$ cat src/rtl/gnr_attractor_ctrl.sv
// gnr_attractor_ctrl
//   Drives a GRN node array through a Floyd cycle search and then measures
//   the attractor period. The tortoise (s0) advances at half rate inside the
//   nodes, and the hare (s1) advances at full rate. After a meet, only the hare
//   is stepped until it returns to the frozen tortoise state.
//
// Ports
//   clk, rst      clock, synchronous active-high reset
//   start         run request, honoured only while idle
//   init_vec      initial network state, captured when start is accepted
//   s0_vec        tortoise state vector from the node array
//   s1_vec        hare state vector from the node array
//   reset_nos     broadcast node load strobe (LOAD cycle)
//   start_s0      broadcast tortoise advance enable
//   start_s1      broadcast hare advance enable
//   init_state    registered copy of init_vec fed to every node
//   busy          high from start acceptance through the DONE cycle
//   done          one-cycle pulse when results are valid
//   timeout       step limit reached in RUN or PERIOD
//   meet_steps    hare steps applied at the Floyd meet
//   period        attractor length (0 on timeout)
module gnr_attractor_ctrl #(
    parameter int N_NODES   = 8,
    parameter int CNT_W     = 16,
    parameter int MAX_STEPS = 1024
) (
    input  logic               clk,
    input  logic               rst,
    input  logic               start,
    input  logic [N_NODES-1:0] init_vec,
    input  logic [N_NODES-1:0] s0_vec,
    input  logic [N_NODES-1:0] s1_vec,
    output logic               reset_nos,
    output logic               start_s0,
    output logic               start_s1,
    output logic [N_NODES-1:0] init_state,
    output logic               busy,
    output logic               done,
    output logic               timeout,
    output logic [CNT_W-1:0]   meet_steps,
    output logic [CNT_W-1:0]   period
);

    typedef enum logic [2:0] {
        S_IDLE,
        S_LOAD,
        S_RUN,
        S_PERIOD,
        S_DONE
    } state_t;

    localparam logic [CNT_W-1:0] CNT_ONE = CNT_W'(1);
    localparam logic [CNT_W-1:0] CNT_TWO = CNT_W'(2);
    localparam logic [CNT_W-1:0] CNT_MAX = CNT_W'(MAX_STEPS);

    state_t             state_q, state_d;
    logic [CNT_W-1:0]   k_q, k_d;
    logic [CNT_W-1:0]   p_q, p_d;
    logic [N_NODES-1:0] init_state_q, init_state_d;
    logic               busy_q, busy_d;
    logic               timeout_q, timeout_d;
    logic [CNT_W-1:0]   meet_steps_q, meet_steps_d;
    logic [CNT_W-1:0]   period_q, period_d;

    logic vec_eq;
    logic meet;
    logic back;

    assign vec_eq = (s0_vec == s1_vec);
    // Compare only on even hare counts, so the hare has taken exactly twice the
    // tortoise's steps. k=0 is excluded because both start at init.
    assign meet   = (k_q >= CNT_TWO) && !k_q[0] && vec_eq;
    // p=0 is excluded because the hare still sits on the meeting point.
    assign back   = (p_q >= CNT_ONE) && vec_eq;

    always_ff @(posedge clk) begin
        if (rst) begin
            state_q      <= S_IDLE;
            k_q          <= '0;
            p_q          <= '0;
            init_state_q <= '0;
            busy_q       <= 1'b0;
            timeout_q    <= 1'b0;
            meet_steps_q <= '0;
            period_q     <= '0;
        end else begin
            state_q      <= state_d;
            k_q          <= k_d;
            p_q          <= p_d;
            init_state_q <= init_state_d;
            busy_q       <= busy_d;
            timeout_q    <= timeout_d;
            meet_steps_q <= meet_steps_d;
            period_q     <= period_d;
        end
    end

    always_comb begin
        state_d      = state_q;
        k_d          = k_q;
        p_d          = p_q;
        init_state_d = init_state_q;
        busy_d       = busy_q;
        timeout_d    = timeout_q;
        meet_steps_d = meet_steps_q;
        period_d     = period_q;
        reset_nos    = 1'b0;
        start_s0     = 1'b0;
        start_s1     = 1'b0;
        done         = 1'b0;

        case (state_q)
            S_IDLE: begin
                if (start) begin
                    init_state_d = init_vec;
                    timeout_d    = 1'b0;
                    meet_steps_d = '0;
                    period_d     = '0;
                    busy_d       = 1'b1;
                    state_d      = S_LOAD;
                end
            end
            S_LOAD: begin
                reset_nos = 1'b1;
                k_d       = '0;
                state_d   = S_RUN;
            end
            S_RUN: begin
                if (meet) begin
                    meet_steps_d = k_q;
                    p_d          = '0;
                    state_d      = S_PERIOD;
                end else if (k_q == CNT_MAX) begin
                    timeout_d = 1'b1;
                    period_d  = '0;
                    state_d   = S_DONE;
                end else begin
                    start_s0 = 1'b1;
                    start_s1 = 1'b1;
                    k_d      = k_q + CNT_ONE;
                end
            end
            S_PERIOD: begin
                // The tortoise is held so that it marks a fixed point on the cycle.
                if (back) begin
                    period_d = p_q;
                    state_d  = S_DONE;
                end else if (p_q == CNT_MAX) begin
                    timeout_d = 1'b1;
                    period_d  = '0;
                    state_d   = S_DONE;
                end else begin
                    start_s1 = 1'b1;
                    p_d      = p_q + CNT_ONE;
                end
            end
            S_DONE: begin
                done    = 1'b1;
                busy_d  = 1'b0;
                state_d = S_IDLE;
            end
            default: state_d = S_IDLE;
        endcase
    end

    assign init_state = init_state_q;
    assign busy       = busy_q;
    assign timeout    = timeout_q;
    assign meet_steps = meet_steps_q;
    assign period     = period_q;

endmodule
$ cat config.mk
export PLATFORM = sky130hd
export DESIGN_NAME = gnr_attractor_ctrl
export DESIGN_NICKNAME = d
export VERILOG_FILES = /design/src/rtl/gnr_attractor_ctrl.sv
export SDC_FILE = /design/constraint.sdc
export NUM_CORES = 1
export LEC_CHECK = 0
export CORE_MARGIN = 2
export CORE_UTILIZATION = 40
export DETAILED_ROUTE_END_ITERATION = 10
export PLACE_DENSITY_LB_ADDON = 0.3
export RECOVER_POWER = 100
export SLEW_MARGIN = 25
export SYNTH_ARGS = -nofsm -noshare
export SYNTH_HDL_FRONTEND = slang
export SYNTH_SLANG_ARGS = --single-unit
$ cat constraint.sdc
create_clock -name clk -period 7.2 [get_ports clk]
set_input_delay 1.44 -clock clk [delete_from_list [all_inputs] [get_ports clk]]
set_output_delay 1.44 -clock clk [all_outputs]
set_load 0.03 [all_outputs]
==> qor.yml <==
run_status:
  outcome: "finished with violations"
  violations: "capacitance limit, slew limit"
synthesis:
  avgSynthCellArea_um2: 8.339
  ys_ff_latch: 77
  ys_top_cells_by_area: "dfxtp_1 43%, xnor2_1 8.4%, nand2_1 6.5%"
  async_flop_share_pct: 0
  synthMuxAreaShare_pct: 0.2811
  syn_area_um2: 3561
  synthSimpleGateAreaFrac_pct: 28.53
  yosys_warnings: 0
  synth_edf_count: 0
  synth_nets: 461
  synth_cell_type_count: 47
  synthFlopType: "dfxtp_1"
  synth_top_family_by_area: "simple AND/OR/NAND/NOR gates"
  synth_fa_ha_area_share_pct: 2.460
  synth-xor-area-share_pct: 8.609
  ys_seq_area_share_pct: 43.29
  synth_compound_area_share_pct: 13.39
  yosysTopAreaCell: "dfxtp_1"
  postSynthCellCount: 427
  netlist.area_leader.share_pct: 43.29
floorplanning:
  die_y_um: 98.35
  die_area_um2: 9673
  core_area_um2: 8678
  std_cell_rows: 34
  io_pins: 73
  initial_core_util_pct: 41.03
  fp.dieW_um: 98.35
layout:
  final_cells: 609
  final_cell_mix: "77 x dfxtp_1, 62 x nand2_1, 46 x dlygate4sd3_1, 36 x nor2_1"
  nets: 530
  final_common_cell: "dfxtp_1"
  synthToLayoutAreaGrowth_pct: 29.23
  drive_gt1_share_pct: 6.188
  n_antenna_cell: 0
min_path:
  hp-class: "reg2reg"
  min_to: "meet_steps[7]"
  whs_path_depth: 2
  worstHoldStart: "meet_steps[7]"
setup_path:
  crit_path_max_fanout: 15
  start_kind: "input port"
  cp.required_ns: 5.76
  crit_slowest_cell: "nor2_1"
  end_kind: "output port"
  critical_path_class: "in2out"
  cpPeakStageDelay_ns: 0.82
  crit_arrival_ns: 4.07
  r2r-start: "k_q[0]"
  crit_chain: "clkdlybuf4s50_1 -> xnor2_1 -> nand4_1 -> nor2_1 -> o21ai_4 -> nand2_1 -> nand2_1 -> clkdlybuf4s50_1"
  r2r_slack_ns: 4.57
  ff2ff_path_depth: 8
  rr_endpoint: "period[4]"
global_routing:
  first_global_vias: 2997
  grt-ovfl-total: 0
  grt_first_pass_wirelength_um: 13970
  grt_start_max_net_pins: 54
  track_usage_pct: 17.60
  antenna_found_initial: 0
cts:
  cts_tree: "built"
  clkTransAtPathRegs_ns: 0.08
  cts_resized: 0
  numCtsBuffers: 9
  htreeDepth: 3
  clkLatencyLatePin_ns: 0.36
  clock_sinks: 77
  post_cts_buffers: 0
  clock-root-buffer: "clkbuf_8"
  clockBufferDepth: 2
  hold_buffers: 0
route:
  drc: 0
  final_antenna_net_count: 0
  drt_iter0_drc: 150
  dr.pass1.iters: 4
  totalWireLength_um: 8227
  vias: 3124
  wl_per_cell_um: 13.51
  via_per_inst: 5.130
timing:
  max_freq_ghz: 0.1816
  setup_violations: 0
  relSlewSlack_pct: -45.64
  fin_crit_sh_pct: 76.48
  min_period_ns: 5.507
  worstMarginPinSlew_ns: 2.185
  rsz0062_at_grt: "no"
  finClkSkew_ns: 0.009038
  tns_ns: 0
  drv_slew: 54
  finalHoldViolCount: 0
placement:
  port_buffers: 72
  routabilityCongestion: 0.8626
  dpl.hpwl_um: 5792
  dp_cells: 593
pwr:
  p_leak_nw: 1.657
  peakVddDrop_uv: 96.52
  power_density_nw_per_um2: 213.6
  total_power_uw: 982.7
run:
  drv_cap: 1
synthesized netlist by cell type, types with 10 or more instances:
| library cell | instances |
|---|---|
| dfxtp_1 | 77 |
| nand2_1 | 62 |
| nor2_1 | 36 |
| a21oi_1 | 34 |
| xnor2_1 | 34 |
| nand3_1 | 26 |
| nand2b_1 | 21 |
| clkbuf_1 | 17 |
| a211oi_1 | 11 |
| inv_1 | 11 |
| o21ai_1 | 10 |
how the worst max path moves through the flow:
stage	from	end	slack (ns)
CTS	s1_vec[1]	start_s1	1.69
global route	s1_vec[1]	start_s1	1.47
finish	s1_vec[1]	start_s1	1.69
global placement	s1_vec[1]	start_s1	1.75
detailed placement	s1_vec[1]	start_s1	1.68
floorplan	s1_vec[1]	start_s1	2.81
layout make-up:
cell class / count / area, um2
Fill cell: 848 / 4076
Multi-Input combinational cell: 318 / 1903
Sequential cell: 77 / 1541
Timing Repair Buffer: 78 / 762.0
Tap cell: 108 / 135.1
Clock buffer: 10 / 127.6
Clock inverter: 6 / 87.58
Inverter: 12 / 45.04
worst max-delay path: cells and delay by family:
| family | cells | cell delay, ns |
|---|---|---|
| compound gates | 1 | 0.20 |
| xor+xnor | 1 | 0.11 |
| buf+inv | 2 | 1.07 |
| simple gates | 4 | 1.23 |
flip-flops by register name, summed over array words and instances, names as in the netlist:
register and cells:
meet_steps 16, period 16, busy 1, init_state 8
state_q 3, timeout 1, p_q 16, k_q 16
report_power, final:
part | total (mW) | switching [mW] | internal, mW
Sequential | 0.450 | 0.0120 | 0.438
Combinational | 0.178 | 0.115 | 0.0632
Clock | 0.355 | 0.161 | 0.194
Total | 0.983 | 0.287 | 0.695
cells by family (layout without fill, tap and decap cells):
family	after synthesis	in the layout
AOI/OAI and AO/OA	77	77
xor gates and xnor gates	35	35
adders and majority gates	7	7
buffers and inverters	32	106
DFF	77	77
muxes	1	1
and+or+nand+nor	198	198
routing by layer:
layer	track usage, %	routed length [um]
met1	24.60	4046
met2	26.22	3552
met3	4.223	488
met4	6.955	138
met5	0	0
through the flow:
stage	hold WS (ns)	setup slack [ns]	instance area [um2]	utilization, %
global placement	0.4387	1.748	4390	50.59
CTS	0.4552	1.689	4606	53.07
global route	0.4794	1.470	4602	53.03
finish	0.4492	1.693	4602	53.03
detailed placement	0.4444	1.680	4390	50.59
floorplan	0.4454	2.813	3561	-
(Power assumes the default switching activity.)
